--- src/rtl/spi_interface_master.sv ---
`default_nettype none
// ============================================================================
//  Module   : spi_interface_master
//  Purpose  : SPI mode-0 master running one fixed-format read per start:
//             shifts out a TX_BITS header (TX_WORD, MSB first), then shifts
//             in an RX_BITS response (MSB first). spi_clk = clk / CLK_DIV.
//  Ports    : clk, rst_n        - system clock / async active-low reset
//             send_en           - start request (ignored while busy)
//             spi_clk, spi_cs_n - serial clock (idles low), chip select
//             mosi, miso        - serial data out / in
//             rx_data, rx_valid - received byte and its one-clock strobe
//             busy              - transaction in progress
//  Options  : `define SPI_CS_GUARD_EN adds a GUARD_CYCLES chip-select-high
//             window after each transaction during which busy stays high.
//  Revision : 1.0 - initial release
// ============================================================================
module spi_interface_master #(
  parameter int                 CLK_DIV      = 4,
  parameter int                 TX_BITS      = 24,
  parameter int                 RX_BITS      = 8,
  parameter logic [TX_BITS-1:0] TX_WORD      = 24'h03_0000,
  parameter int                 GUARD_CYCLES = 4
) (
  input  logic               clk,
  input  logic               rst_n,
  input  logic               send_en,
  output logic               spi_clk,
  output logic               spi_cs_n,
  output logic               mosi,
  input  logic               miso,
  output logic [RX_BITS-1:0] rx_data,
  output logic               rx_valid,
  output logic               busy
);

  localparam int PH_W  = (CLK_DIV > 2) ? $clog2(CLK_DIV) : 1;
  localparam int CNT_W = $clog2((TX_BITS > RX_BITS) ? TX_BITS : RX_BITS) + 1;

  localparam logic [PH_W-1:0]  PH_HALF  = PH_W'(CLK_DIV / 2);
  localparam logic [PH_W-1:0]  PH_LAST  = PH_W'(CLK_DIV - 1);
  localparam logic [CNT_W-1:0] TX_LAST  = CNT_W'(TX_BITS - 1);
  localparam logic [CNT_W-1:0] RX_LAST  = CNT_W'(RX_BITS - 1);

  typedef enum logic [2:0] {
    S_IDLE  = 3'd0,
    S_TX    = 3'd1,
    S_RX    = 3'd2,
    S_END   = 3'd3,
    S_GUARD = 3'd4
  } state_t;

  state_t             state_q,    state_d;
  logic [PH_W-1:0]    ph_q,       ph_d;
  logic [CNT_W-1:0]   bit_cnt_q,  bit_cnt_d;
  logic [TX_BITS-1:0] tx_sh_q,    tx_sh_d;
  logic [RX_BITS-1:0] rx_sh_q,    rx_sh_d;
  logic [RX_BITS-1:0] rx_data_q,  rx_data_d;
  logic               spi_clk_q,  spi_clk_d;
  logic               spi_cs_n_q, spi_cs_n_d;
  logic               mosi_q,     mosi_d;
  logic               rx_valid_q, rx_valid_d;
  logic               busy_q,     busy_d;

  logic [PH_W-1:0]    ph_nxt;
  logic [TX_BITS-1:0] tx_shifted;

`ifdef SPI_CS_GUARD_EN
  localparam int GUARD_W = $clog2(GUARD_CYCLES + 1);
  localparam logic [GUARD_W-1:0] GUARD_LAST = GUARD_W'(GUARD_CYCLES - 1);
  logic [GUARD_W-1:0] guard_cnt_q, guard_cnt_d;
`endif

  // Phase counter advances every clock while shifting; wraps at the bit boundary.
  assign ph_nxt     = (ph_q == PH_LAST) ? '0 : ph_q + 1'b1;
  assign tx_shifted = tx_sh_q << 1;

  always_comb begin
    state_d    = state_q;
    ph_d       = ph_q;
    bit_cnt_d  = bit_cnt_q;
    tx_sh_d    = tx_sh_q;
    rx_sh_d    = rx_sh_q;
    rx_data_d  = rx_data_q;
    spi_clk_d  = spi_clk_q;
    spi_cs_n_d = spi_cs_n_q;
    mosi_d     = mosi_q;
    rx_valid_d = 1'b0;
    busy_d     = busy_q;
`ifdef SPI_CS_GUARD_EN
    guard_cnt_d = guard_cnt_q;
`endif

    case (state_q)
      S_IDLE: begin
        if (send_en) begin
          state_d    = S_TX;
          spi_cs_n_d = 1'b0;
          busy_d     = 1'b1;
          mosi_d     = TX_WORD[TX_BITS-1];
          tx_sh_d    = TX_WORD;
          rx_sh_d    = '0;
          ph_d       = '0;
          bit_cnt_d  = '0;
          spi_clk_d  = 1'b0;
        end
      end

      S_TX: begin
        ph_d      = ph_nxt;
        spi_clk_d = (ph_nxt >= PH_HALF);
        // Bit boundary coincides with the spi_clk falling edge.
        if (ph_q == PH_LAST) begin
          if (bit_cnt_q == TX_LAST) begin
            state_d   = S_RX;
            mosi_d    = 1'b0;
            bit_cnt_d = '0;
          end else begin
            bit_cnt_d = bit_cnt_q + 1'b1;
            tx_sh_d   = tx_shifted;
            mosi_d    = tx_shifted[TX_BITS-1];
          end
        end
      end

      S_RX: begin
        ph_d      = ph_nxt;
        spi_clk_d = (ph_nxt >= PH_HALF);
        // Capture miso at the edge that raises spi_clk.
        if (ph_nxt == PH_HALF)
          rx_sh_d = (rx_sh_q << 1) | RX_BITS'(miso);
        // END occupies the final phase of the last bit, so the closing
        // edge of END is also the last spi_clk falling edge.
        if ((ph_nxt == PH_LAST) && (bit_cnt_q == RX_LAST))
          state_d = S_END;
        else if (ph_q == PH_LAST)
          bit_cnt_d = bit_cnt_q + 1'b1;
      end

      S_END: begin
        spi_cs_n_d = 1'b1;
        spi_clk_d  = 1'b0;
        ph_d       = '0;
        mosi_d     = 1'b0;
        rx_data_d  = rx_sh_q;
        rx_valid_d = 1'b1;
`ifdef SPI_CS_GUARD_EN
        state_d     = S_GUARD;
        guard_cnt_d = '0;
`else
        state_d    = S_IDLE;
        busy_d     = 1'b0;
`endif
      end

`ifdef SPI_CS_GUARD_EN
      S_GUARD: begin
        if (guard_cnt_q == GUARD_LAST) begin
          state_d = S_IDLE;
          busy_d  = 1'b0;
        end else begin
          guard_cnt_d = guard_cnt_q + 1'b1;
        end
      end
`endif

      default: begin
        state_d = S_IDLE;
      end
    endcase
  end

  always_ff @(posedge clk or negedge rst_n) begin
    if (!rst_n) begin
      state_q    <= S_IDLE;
      ph_q       <= '0;
      bit_cnt_q  <= '0;
      tx_sh_q    <= '0;
      rx_sh_q    <= '0;
      rx_data_q  <= '0;
      spi_clk_q  <= 1'b0;
      spi_cs_n_q <= 1'b1;
      mosi_q     <= 1'b0;
      rx_valid_q <= 1'b0;
      busy_q     <= 1'b0;
`ifdef SPI_CS_GUARD_EN
      guard_cnt_q <= '0;
`endif
    end else begin
      state_q    <= state_d;
      ph_q       <= ph_d;
      bit_cnt_q  <= bit_cnt_d;
      tx_sh_q    <= tx_sh_d;
      rx_sh_q    <= rx_sh_d;
      rx_data_q  <= rx_data_d;
      spi_clk_q  <= spi_clk_d;
      spi_cs_n_q <= spi_cs_n_d;
      mosi_q     <= mosi_d;
      rx_valid_q <= rx_valid_d;
      busy_q     <= busy_d;
`ifdef SPI_CS_GUARD_EN
      guard_cnt_q <= guard_cnt_d;
`endif
    end
  end

  assign spi_clk  = spi_clk_q;
  assign spi_cs_n = spi_cs_n_q;
  assign mosi     = mosi_q;
  assign rx_data  = rx_data_q;
  assign rx_valid = rx_valid_q;
  assign busy     = busy_q;

endmodule
`default_nettype wire

--- config.mk ---
export PLATFORM = sky130hd
export DESIGN_NAME = spi_interface_master
export DESIGN_NICKNAME = d
export VERILOG_FILES = /design/src/rtl/spi_interface_master.sv
export SDC_FILE = /design/constraint.sdc
export NUM_CORES = 1
export LEC_CHECK = 0
export ABC_AREA = 0
export CAP_MARGIN = 20
export CELL_PAD_IN_SITES_DETAIL_PLACEMENT = 1
export CELL_PAD_IN_SITES_GLOBAL_PLACEMENT = 2
export CORE_UTILIZATION = 40
export CTS_CLUSTER_SIZE = 16
export DETAILED_ROUTE_END_ITERATION = 8
export PLACE_DENSITY_LB_ADDON = 0.25
export REMOVE_ABC_BUFFERS = 1
export SYNTH_ARGS = -nofsm -noshare
export SYNTH_HDL_FRONTEND = slang
export SYNTH_SLANG_ARGS = --single-unit
--- constraint.sdc ---
create_clock -name clk -period 3.3 [get_ports clk]
set_input_delay 0.825 -clock clk [delete_from_list [all_inputs] [get_ports clk]]
set_output_delay 0.825 -clock clk [all_outputs]
set_load 0.02 [all_outputs]
### After elaboration in Yosys (flattened, before gate mapping)

Index checks and enable logic that the tools add are counted.

| operators by class | value |
|---|---|
| add/subtract/negate cells | 2 |
| order comparisons | 1 |
| eq/ne operators | 16 |
| multiplexer cells | 30 |
| bitwise operators | 1 |
| reductions and logical operators | 16 |

Operators with widths:

| cell | number |
|---|---|
| $mux W23 | 3 |
| $pmux W23 S2 | 1 |
| $mux W6 | 5 |
| $pmux W6 S3 | 1 |
| $mux W8 | 2 |
| $ne A2 B2 Y1 const B | 8 |
| $pmux W8 S2 | 1 |
| $mux W3 | 4 |
| $pmux W3 S3 | 1 |
| $reduce_bool A3 Y1 | 3 |
| $or A8 B1 Y8 | 1 |
| $reduce_and A4 Y1 | 2 |
| $add A6 B1 Y6 const B | 1 |
| $eq A2 B2 Y1 const B | 3 |
| $eq A3 B2 Y1 const B | 2 |
| $eq A6 B3 Y1 const B | 1 |
| $eq A6 B5 Y1 const B | 1 |
| $pmux W1 S3 | 2 |
| $pmux W2 S3 | 1 |
| $reduce_and A3 Y1 | 2 |
| $reduce_bool A2 Y1 | 3 |
| $mux W1 | 5 |
| $reduce_and A5 Y1 | 1 |
| $mux W2 | 2 |
| 8 further kinds | 10 |

| storage, ports and cells | value |
|---|---|
| register bits | 55 |
| output and inout bits | 13 |
| logic and storage cells | 77 |

### Logic depth before layout (Yosys ltp)

Gate-level depths: netlist of run 1.

| depth | value |
|---|---|
| depth in word-level cells | 6 |
| depth in mapped cells | 8 |

### Least setup slack after synthesis of run 1

No wires, ideal clock.

| path | value |
|---|---|
| kind | input -> register |
| start | in send_en |
| end | reg bit_cnt_q[2] |
| arrival time | 1.780 ns |
| slack | 1.396 ns |
| stages | 5 |
| path buffers | 1 |
| cell sequence | nor2b_4 or2_1 buf_6 a211o_1 a211o_1 |

| on the way | value |
|---|---|
| cells in the longest elaborated chain, start to end | 2 |

Ends and longest elaborated chain:

| element | line | source |
|---|---|---|
| start, declared | 26 | `input logic send_en,` |
| $ne A2 B2 Y1 (no source line) | n/a |  |
| $reduce_and A5 Y1 (no source line) | n/a |  |
| end signal, assigned | 191 | `bit_cnt_q <= bit_cnt_d;` |
| end, declared | 54 | `logic [CNT_W-1:0] bit_cnt_q, bit_cnt_d;` |

Every way passes these cells.
A chain may end at the register's enable or synchronous reset.

### Final worst setup path of run 1

| path | value |
|---|---|
| start | in send_en |
| end | reg tx_sh_q[17] |

| on the way | value |
|---|---|
| cells in the longest elaborated chain, start to end | 2 |

Ends and longest elaborated chain:

| element | line | source |
|---|---|---|
| $ne A2 B2 Y1 (no source line) | n/a |  |
| $reduce_and A4 Y1 (no source line) | n/a |  |
| end signal, assigned | 192 | `tx_sh_q <= tx_sh_d;` |
| end, declared | 55 | `logic [TX_BITS-1:0] tx_sh_q, tx_sh_d;` |

Every way passes these cells.

==> results of run 1 <==
cell usage in the layout (no fill, tap or decap), types with 6 or more instances in the layout:
cell type        Yosys  final
ha_1                 8      8
clkdlybuf4s50_1      0     15
dfrtp_1             37     37
inv_1               21     21
nand3_1             10     10
nor2_1               6      6
nand2_1             14     14
o21ai_0             13     13
mux2i_1              6      6
mux2_2               8      8
worst max-delay path, delay by kind of cell:
family | cells | cell delay (ps)
compound gates | 1 | 310
buf+inv | 1 | 570
simple gates | 2 | 430
mux | 1 | 360
cell usage after synthesis, drive strengths merged, types with 2 or more instances:
cell	n
nand2b	3
dfrtp	37
nor2b	3
mux2i	6
o21ai	16
mux2	11
inv	21
a21oi	4
nand2	14
o2bb2ai	2
nor2	6
a211o	2
o22ai	3
buf	2
nor3	2
clkbuf	4
nand3	10
ha	8
xnor2	2
per-stage QoR:
step,cells,instance area [µm²]
3_3_place_gp,234,2024
2_1_floorplan,165,1797
4_1_cts,242,2131
3_5_place_dp,234,2024
6_report,242,2131
5_1_grt,242,2131
cells by family (layout without fill, tap and decap cells):
| logic type | Yosys count | after routing | synth area share |
|---|---|---|---|
| AO/OA/AOI/OAI | 34 | 34 | 0.1205 |
| XOR/XNOR | 2 | 2 | 0.009584 |
| adder cells (fa/ha/maj) | 8 | 8 | 0.05476 |
| buffers and inverters | 27 | 46 | 0.06023 |
| flip-flops | 38 | 38 | 0.5209 |
| multiplexers | 17 | 17 | 0.1006 |
| AND/OR/NAND/NOR | 45 | 45 | 0.1335 |
worst paths after layout:
check / slack [ps] / start / depth (start not counted) / to
min in group asynchronous: 630 / rst_n / 1 / tx_sh_q[20]
max: 980 / send_en / 5 / tx_sh_q[17]
max reg2reg: 1170 / state_q[1] / 6 / tx_sh_q[17]
min reg2reg: 490 / spi_clk / 2 / spi_clk
max in group asynchronous: 2130 / rst_n / 1 / ph_q[1]
min: 490 / spi_clk / 2 / spi_clk
final cells by class:
type	count	area share
well taps	52	0.03053
multi-input cells	106	0.3594
inverters	21	0.03699
clock inverters	1	0.01409
repair buffers	17	0.07634
flip-flops and latches	38	0.4469
clock buffers	7	0.03582
state kept, by name, summed over array words and instances (netlist names):
signal,flops
spi_cs_n,1
rx_sh_q,8
rx_valid,1
busy,1
state_q,2
spi_clk,1
rx_data,8
mosi,1
tx_sh_q,7
bit_cnt_q,6
ph_q,2
report_power, final:
group | total, mW | switching (mW) | internal [mW] | leakage (nW)
sequential | 0.642 | 0.0687 | 0.573 | 0.509
clock | 0.378 | 0.152 | 0.226 | 0.0524
combinational | 0.759 | 0.449 | 0.311 | 0.363
total | 1.78 | 0.669 | 1.11 | 0.924
routing by layer:
| metal | vias to the layer above | wire, µm | part of all wire |
|---|---|---|---|
| met1 | 632 | 1627 | 0.46 |
| met5 | - | 0 | 0 |
| met3 | 4 | 87 | 0.025 |
| met2 | 13 | 1768 | 0.50 |
| li1 | 617 | - | - |
| met4 | 0 | 37 | 0.011 |
==> out/qor.txt, run 1 <==
Met1 Usage GRT: 0.2013
Gate Count Post-Synth: 171
Initial drt markers: 39
Hold buffers post-CTS: 0
Number of flops mapped to enable cells by yosys: 0
GRT Residual Overflow: 0
Grt met2 use: 0.2805
Sequential area share after synthesis: 0.5209
Largest net degree at the start of global routing: 39
Total power: 1.779 mW
Rows: 24
Worst min path class: flop to flop
# resized after CTS: 0
Worst Tran Pin Value: 832.6 ps
CTS H-tree depth: 2
Clk_lat worst skew: 290 ps
Area grow syn2layout: 16.56%
Initial Util: 0.4170
Via count: 1266
Max-slew violations: 0
Critical path type: input pin to flop
Worst Path Max Fanout: 7
Total CTS buffers: 5
Routability cong.: 0.7340
Final-report setup violation count: 0
Slowest Stage Delay on Critical Path: 570 ps
Max Cap Violations: 0
Die height: 69.60 µm
Initial antenna violation count: 0
Nets: 201
Critical path data required time: 3460 ps
Number of setup buffers added after CTS: 0
Most common flop cell mapped by yosys: dfrtp_1
Mean Syn Cell Area: 10.69 µm²
Footprint of the multi-input gates: 765.7 µm²
Fin crit share: 0.7045
Synth unique cells: 40
Synthesized flop and latch total: 38
FMAX: 0.4301 GHz
Pre-antenna DRT Iters: 4
CP startpoint kind: input pin
Fin. Hold Viols: 0
DRC viols: 0
Async set-or-reset flop fraction in the synthesized netlist: 1.000
Core outline area: 4384 µm²
All-Layer GR Usage: 0.1638
Diodes inserted: 0
Final core utilization: 0.4860
Clock root cell: clkbuf_8
Number of global-route vias before repair: 1353
Ports: 17
Setup ws final: 975.2 ps
CTS tree: yes
Fillcell total: 494
Port Buffer Count: 16
WHS: 486.0 ps
Pwr dens: 835.1 nW/µm²
Run status: complete, no violations
Unrepaired setup endpoints after global routing: no
Overall routed net length: 3521 µm
Layout Skew: 10.04 ps
Global Route met3 Usage: 0.04506
Setup TNS: 0 ps
Global-route wire length before repair: 6327 µm
ANT nets after route: 0
Mapped cell area: 1828 µm²
Leakage: 0.9244 nW
Die Area: 4844 µm²
Slew HR: 0.4449
Vias/cell: 5.231
FF/Latch Area: 952.2 µm²
Hpwl dp: 2551 µm
CTS sink cnt: 38
Routed len/inst: 14.55 µm
Busiest grt layer: met2
Clk buf depth: 2
Max IR drop VDD: 0.0004563 V
Clock Pin Slew Worst Setup and Hold Paths: 70 ps
Synth Warn #: 0
Final min period: 2325 ps
Crit end category: flop
Share of the synthesized area in the top cell type: 0.5065
Crit-path cells: clkdlybuf4s50_1 -> nor2b_4 -> or2_1 -> a21oi_4 -> mux2_1
Crit path max-delay cell type: clkdlybuf4s50_1
Share of cells above drive strength 1: 0.1053
WP data arrival: 2490 ps
Yosys top cell by area: dfrtp_1
Die width: 69.60 µm
Pre-CTS setup slack: 688.1 ps
Top cells by area, synth: dfrtp_1 (51%), ha_1 (5.5%), mux2_2 (4.9%)
Power figures use the tool's default switching activity.
==> run 2, diff against run 1 <==
- CORE_UTILIZATION: 40 -> 37
- clock period: 3.3 -> 2.3 ns (I/O delays scaled with it)
==> run 2 against run 1 <==
Wire length rose by 7.3%. Clock-buffer cell count did not move. Combinational power rose by 57%. Die area rose by 7.9%. Critical path depth did not move. Setup slack got worse by 710 ps. Cell count rose by 9.1%. Clock skew rose by 0.93 ps. Sequential cell count did not move. Power rose by 44%. Core utilization fell by 2.5 points. Largest cell class unchanged.
==> out/qor.txt, run 2 (synthesis results as in run 1) <==
Rows: 25 (was 24)
Number of setup buffers added after CTS: 0 (unchanged)
Total CTS buffers: 5 (unchanged)
Setup TNS: 0 ps (unchanged)
Number of global-route vias before repair: 1384 (was 1353)
Hpwl dp: 2815 µm (was 2551 µm)
Vias/cell: 4.951 (was 5.231)
Max-slew violations: 0 (unchanged)
DRC viols: 0 (unchanged)
GRT Residual Overflow: 0 (unchanged)
CTS H-tree depth: 2 (unchanged)
Max IR drop VDD: 0.0004555 V (was 0.0004563 V)
Final min period: 2035 ps
Design Area, Final: 2180 µm² (was 2131 µm²)
Clock root cell: clkbuf_8 (unchanged)
Initial antenna violation count: 0 (unchanged)
Crit path max-delay cell type: nor4bb_1 (was clkdlybuf4s50_1)
ANT nets after route: 0 (unchanged)
Die Area: 5226 µm² (was 4844 µm²)
All-Layer GR Usage: 0.1721 (was 0.1638)
Most frequent cells in the layout: dfrtp_1 (37), inv_1 (21), clkdlybuf4s50_1 (15) (unchanged)
Worst Path Max Fanout: 5 (was 7)
# resized after CTS: 0 (unchanged)
Share of cells above drive strength 1: 0.1371 (was 0.1053)
Final-report setup violation count: 0 (unchanged)
Nets: 208 (was 201)
Die height: 72.29 µm (was 69.60 µm)
CP Depth: 5 (unchanged)
Initial drt markers: 72 (was 39)
Clock Pin Slew Worst Setup and Hold Paths: 80 ps (was 70 ps)
Worst Path Buf+Inv: 0 (was 1)
Commonest non-fill, non-tap cell in the layout: dfrtp_1 (unchanged)
Die width: 72.29 µm (was 69.60 µm)
Core outline area: 4723 µm² (was 4384 µm²)
Initial Util: 0.3870 (was 0.4170)
Leakage: 0.9457 nW (was 0.9244 nW)
Routed len/inst: 14.31 µm (was 14.55 µm)
Routability cong.: 0.7986 (was 0.7340)
Fin crit share: 0.8847
CTS sink cnt: 38 (unchanged)
Critical path data required time: 2440 ps (was 3460 ps)
Pwr dens: 1173 nW/µm² (was 835.1 nW/µm²)
CP startpoint kind: flop (was input pin)
Max Cap Violations: 0 (unchanged)
Port Buffer Count: 16 (unchanged)
Global-route wire length before repair: 6755 µm (was 6327 µm)
Fin. Hold Viols: 0 (unchanged)
Layout Skew: 10.97 ps (was 10.04 ps)
FMAX: 0.4914 GHz
Worst r2r path cells: 5 (was 6)
Placed Area: 2096 µm² (was 2024 µm²)
Overall routed net length: 3779 µm (was 3521 µm)
Area grow syn2layout: 19.23% (was 16.56%)
CTS tree: yes (unchanged)
Crit end category: flop (unchanged)
Clk_lat worst skew: 290 ps (about the same)
Run status: complete, no violations (unchanged)
Flop2flop setup slack: 270 ps (was 1170 ps)
Worst Tran Pin Value: 844.9 ps (was 832.6 ps)
Slowest Stage Delay on Critical Path: 500 ps (was 570 ps)
Via count: 1307 (was 1266)
Diodes inserted: 0 (unchanged)
Largest net degree at the start of global routing: 39 (unchanged)
Clk buf depth: 2 (unchanged)
Crit-path cells: ha_1 -> nor4bb_1 -> a21oi_1 -> o21ai_1 -> o221ai_1 (was clkdlybuf4s50_1 -> nor2b_4 -> or2_1 -> a21oi_4 -> mux2_1)
Worst min path class: input pin to asynchronous set/reset pin (was flop to flop)
Slew HR: 0.4367 (was 0.4449)
Unrepaired setup endpoints after global routing: no (unchanged)
Crit path max-delay family: compound AO/OA/AOI/OAI gates (was buffers and inverters)
Critical path type: flop to flop (was input pin to flop)
Hold buffers post-CTS: 0 (unchanged)
Pre-antenna DRT Iters: 6 (was 4)
Ports: 17 (unchanged)
WP data arrival: 2170 ps (was 2490 ps)
[run 2: power by group]
| group | internal, mW | total [mW] | switching (mW) | leakage, nW |
|---|---|---|---|---|
| clock network | 0.215 | 0.444 | 0.229 | 0.0385 |
| logic | 0.514 | 1.19 | 0.674 | 0.399 |
| registers | 0.822 | 0.925 | 0.103 | 0.509 |
[run 2: per-layer routing]
| layer | track usage | up-vias | routed length, µm |
|---|---|---|---|
| met3 | 0.04583 | 4 | 112 |
| met2 | 0.2793 | 17 | 1897 |
| li1 | - | 631 | - |
| met1 | 0.2203 | 655 | 1731 |
| met4 | 0.06536 | 0 | 38 |
| met5 | 0 | - | 0 |
[run 2: cell type report]
cell class	count	area [µm²]
clock buffer	7	76.32
clock inverter	1	7.507
fill	539	2544
inverter	21	78.83
multi-input combinational	106	765.7
sequential	38	952.2
tap	67	83.83
timing repair buffer	24	215.2
[run 2: worst register-to-register path, delay by kind of cell, from the launching register on]
kind,cells,cell delay [ps]
adder cells (fa/ha/maj),1,270
AND/OR/NAND/NOR,1,500
AO/OA/AOI/OAI,3,730
flip-flops,1,400
[run 2: worst paths after layout]
check,from,endpoint
max reg2reg,bit_cnt_q[0],bit_cnt_q[3]
min reg2reg,tx_sh_q[17],tx_sh_q[17]
min in group clk,tx_sh_q[17],tx_sh_q[17]
min,rst_n,tx_sh_q[20]
max,bit_cnt_q[0],bit_cnt_q[3]
max in group asynchronous,rst_n,rx_data[1]
[run 2: through the flow]
stage,utilization,total power [mW],worst slack (ps),std cells,hold slack [ps]
CTS,0.4615,2.607,274.1,264,416.8
detailed placement,0.4437,2.148,81.65,256,483.3
global route,0.4615,2.776,40.30,264,442.8
global placement,0.4437,2.073,94.60,256,470.6
finish,0.4615,2.556,265.2,264,384.2
floorplan,-,1.686,443.9,165,279.4
==> run 3, diff against run 2 <==
- ABC_AREA: 0 -> 1
- CORE_MARGIN: unset -> 5
- CORE_UTILIZATION: 37 -> 34
==> run 3 against run 2 <==
Worst hold slack lost 49 ps. Power grew 0.70%. Area after synthesis is 1.0% higher. Global-route usage decreased by 5.1 points. Synthesized cell count up 26%. Highest routed layer is now met3. Die area grew 34%.
==> out/qor.txt, run 3 <==
Routed len/inst: 12.79 µm (was 14.31 µm)
Initial Util: 0.3548 (was 0.3870)
Diodes inserted: 0 (unchanged)
Synthesized flop and latch total: 38 (unchanged)
Crit-path cells: clkdlybuf4s50_1 (was ha_1 -> nor4bb_1 -> a21oi_1 -> o21ai_1 -> o221ai_1)
Critical R2R Capture: bit_cnt_q[5] (was bit_cnt_q[3])
Ports: 17 (unchanged)
Clock Pin Slew Worst Setup and Hold Paths: 70 ps (was 80 ps)
CTS sink cnt: 38 (unchanged)
R2r startpoint: state_q[1] (was bit_cnt_q[0])
Placed Area: 2078 µm² (was 2096 µm²)
Total power: 2.574 mW (was 2.556 mW)
Clk_lat worst skew: 290 ps (about the same)
Comb power frac: 0.436 (was 0.464)
Area grow syn2layout: 18.29% (was 19.23%)
Global-route wire length before repair: 7003 µm (was 6755 µm)
Layout Skew: 8.932 ps (was 10.97 ps)
Worst min path class: input pin to asynchronous set/reset pin (unchanged)
Mux share of post-synthesis cell area: 0 (was 0.1006)
Clk buf depth: 2 (unchanged)
Hold buffers post-CTS: 0 (unchanged)
WHS: 334.9 ps (was 384.2 ps)
DRC viols: 0 (unchanged)
Fin crit share: 0.8585 (was 0.8847)
Final core utilization: 0.4197 (was 0.4615)
Sequential area share after synthesis: 0.5156 (was 0.5209)
Pwr dens: 1178 nW/µm² (was 1173 nW/µm²)
Adder-cell share of the synthesized area: 0.05420 (was 0.05476)
Initial antenna violation count: 0 (unchanged)
Unrepaired setup endpoints after global routing: no (unchanged)
Pint: 1.497 mW (was 1.551 mW)
Total CTS buffers: 5 (unchanged)
Yosys top cell by area: dfrtp_1 (unchanged)
Final min period: 1975 ps (was 2035 ps)
Crit path max-delay cell type: clkdlybuf4s50_1 (was nor4bb_1)
Commonest non-fill, non-tap cell in the layout: nand2_1 (was dfrtp_1)
Commonest cells post-synth: nand2_1 (74), dfrtp_1 (37), o21ai_0 (16) (was dfrtp_1 (37), inv_1 (21), nand2_1 (14))
Most frequent cells in the layout: nand2_1 (74), dfrtp_1 (37), o21ai_0 (16) (was dfrtp_1 (37), inv_1 (21), clkdlybuf4s50_1 (15))
Rows: 26 (was 25)
Die width: 83.70 µm (was 72.29 µm)
Hpwl dp: 2859 µm (was 2815 µm)
Largest family of logic cells by synthesized area: simple AND/OR/NAND/NOR gates (unchanged)
Vias/cell: 4.609 (was 4.951)
CTS tree: yes (unchanged)
Clock root cell: clkbuf_8 (unchanged)
Xor/xnor share of the synthesized area: 0.009485 (was 0.009582)
Top cells by area, synth: dfrtp_1 (50%), nand2_1 (15%), ha_1 (5.4%) (was dfrtp_1 (51%), ha_1 (5.5%), mux2_2 (4.9%))
Design Area, Final: 2185 µm² (was 2180 µm²)
Crit path max-delay family: buffers and inverters (was compound AO/OA/AOI/OAI gates)
Most common cell in the netlist: nand2_1 (was dfrtp_1)
ANT nets after route: 0 (unchanged)
Share of the synthesized area in the top cell type: 0.5014 (was 0.5065)
Slew HR: 0.6760 (was 0.4367)
Flop2flop setup slack: 560 ps (was 270 ps)
Die Area: 7006 µm² (was 5226 µm²)
Routability cong.: 0.7174 (was 0.7986)
Mapped cell area: 1847 µm² (was 1828 µm²)
Die height: 83.70 µm (was 72.29 µm)
Max Cap Violations: 0 (unchanged)
Setup TNS: 0 ps (unchanged)
Synth unique cells: 26 (was 40)
WP data arrival: 1400 ps (was 2170 ps)
Overall routed net length: 3926 µm (was 3779 µm)
Run status: complete, no violations (unchanged)
Max-slew violations: 0 (unchanged)
Number of global-route vias before repair: 1423 (was 1384)
Register share of total power: 0.349 (was 0.362)
Worst r2r path cells: 9 (was 5)
Worst Tran Pin Value: 486.1 ps (was 844.9 ps)
Share of cells above drive strength 1: 0.1477 (was 0.1371)
Port Buffer Count: 16 (unchanged)
GRT Residual Overflow: 0 (unchanged)
Number of flops mapped to enable cells by yosys: 0 (unchanged)
Worst Path Max Fanout: 2 (was 5)
Number of setup buffers added after CTS: 0 (unchanged)
Mean Syn Cell Area: 8.590 µm² (was 10.69 µm²)
Max IR drop VDD: 0.0005633 V (was 0.0004555 V)
Crit end category: output pin (was flop)
Pre-antenna DRT Iters: 4 (was 6)
CP startpoint kind: flop (unchanged)
Synth Warn #: 0 (unchanged)
Slowest Stage Delay on Critical Path: 590 ps (was 500 ps)
Placed Cells: 299 (was 256)
Largest net degree at the start of global routing: 39 (unchanged)
Gate Count Post-Synth: 215 (was 171)
Simple-gate area share of the yosys netlist: 0.2669 (was 0.1335)
CTS H-tree depth: 2 (unchanged)
Core outline area: 5205 µm² (was 4723 µm²)
Compound-gate portion of the synthesized area: 0.09688 (was 0.1205)
Final-report setup violation count: 0 (unchanged)
Initial drt markers: 43 (was 72)
Async set-or-reset flop fraction in the synthesized netlist: 1.000 (unchanged)
Critical path type: flop to output pin (was flop to flop)
Leakage: 1.082 nW (was 0.9457 nW)
FMAX: 0.5065 GHz (was 0.4914 GHz)
All-Layer GR Usage: 0.1208 (was 0.1721)
Critical path data required time: 1730 ps (was 2440 ps)
Setup ws final: 325.5 ps (was 265.2 ps)
Non-Filler Instances: 307 (was 264)
Switching pwr: 1.077 mW (was 1.006 mW)
Worst Path Buf+Inv: 1 (was 0)
Fin. Hold Viols: 0 (unchanged)
Via count: 1415 (was 1307)
Most common flop cell mapped by yosys: dfrtp_1 (unchanged)
Nets: 248 (was 208)
Clock share of power: 0.215 (was 0.174)
# resized after CTS: 0 (unchanged)
Sw frac: 0.4183 (was 0.3934)
Pre-CTS setup slack: 328.2 ps (was 81.65 ps)
run 3: cell types whose count changed after synthesis, sizes merged, moves of 3 or more:
| cell | previous run | this run |
|---|---|---|
| nand3 | 10 | 14 |
| nor2b | 3 | 0 |
| nand2 | 14 | 83 |
| mux2i | 6 | 0 |
| buf | 2 | 5 |
| o22ai | 3 | 0 |
| inv | 21 | 17 |
| mux2 | 11 | 0 |
| nand2b | 3 | 0 |
| clkbuf | 4 | 1 |
| nor2 | 6 | 15 |
| o21ai | 16 | 26 |
run 3: cell families after synthesis:
| logic type | Yosys count |
|---|---|
| and+or+nand+nor | 114 |
| DFF | 38 |
| AOI/OAI and AO/OA | 30 |
| buffers and inverters | 23 |
| adders and majority gates | 8 |
| xor gates and xnor gates | 2 |
run 3: per-layer routing:
metal  share of wire  vias to the layer above  routed length [µm]  track usage
met1            0.52                      678                2046       0.1750
met5               0                        -                   0            0
met3           0.033                        0                 128      0.03258
met4               0                        0                   0      0.02632
met2            0.45                       17                1751       0.1800
li1                -                      720                   -            -
run 3: final cells by class:
| type | instances | area, µm² |
|---|---|---|
| fillers | 648 | 3020 |
| flip-flops and latches | 38 | 952.2 |
| multi-input cells | 154 | 789.5 |
| repair buffers | 20 | 185.2 |
| well taps | 70 | 87.58 |
| clock buffers | 7 | 76.32 |
| inverters | 17 | 63.81 |
| clock inverters | 1 | 30.03 |
run 3: power by group through the flow:
stage	clock network (mW)	registers [mW]	logic [mW]
after floorplan	0	0.948	0.719
after global placement	0	0.909	1.13
after detailed placement	0	0.914	1.14
after CTS	0.572	0.902	1.15
after global routing	0.607	0.924	1.27
final	0.554	0.899	1.12
run 3: worst max-delay path by stage:
stage,from,depth (start not counted),slack [ps],endpoint
global placement,send_en,9,350,bit_cnt_q[1]
CTS,spi_cs_n,1,310,spi_cs_n
detailed placement,send_en,9,330,bit_cnt_q[5]
global route,spi_cs_n,1,290,spi_cs_n
floorplan,state_q[0],7,700,rx_sh_q[0]
finish,spi_cs_n,1,330,spi_cs_n
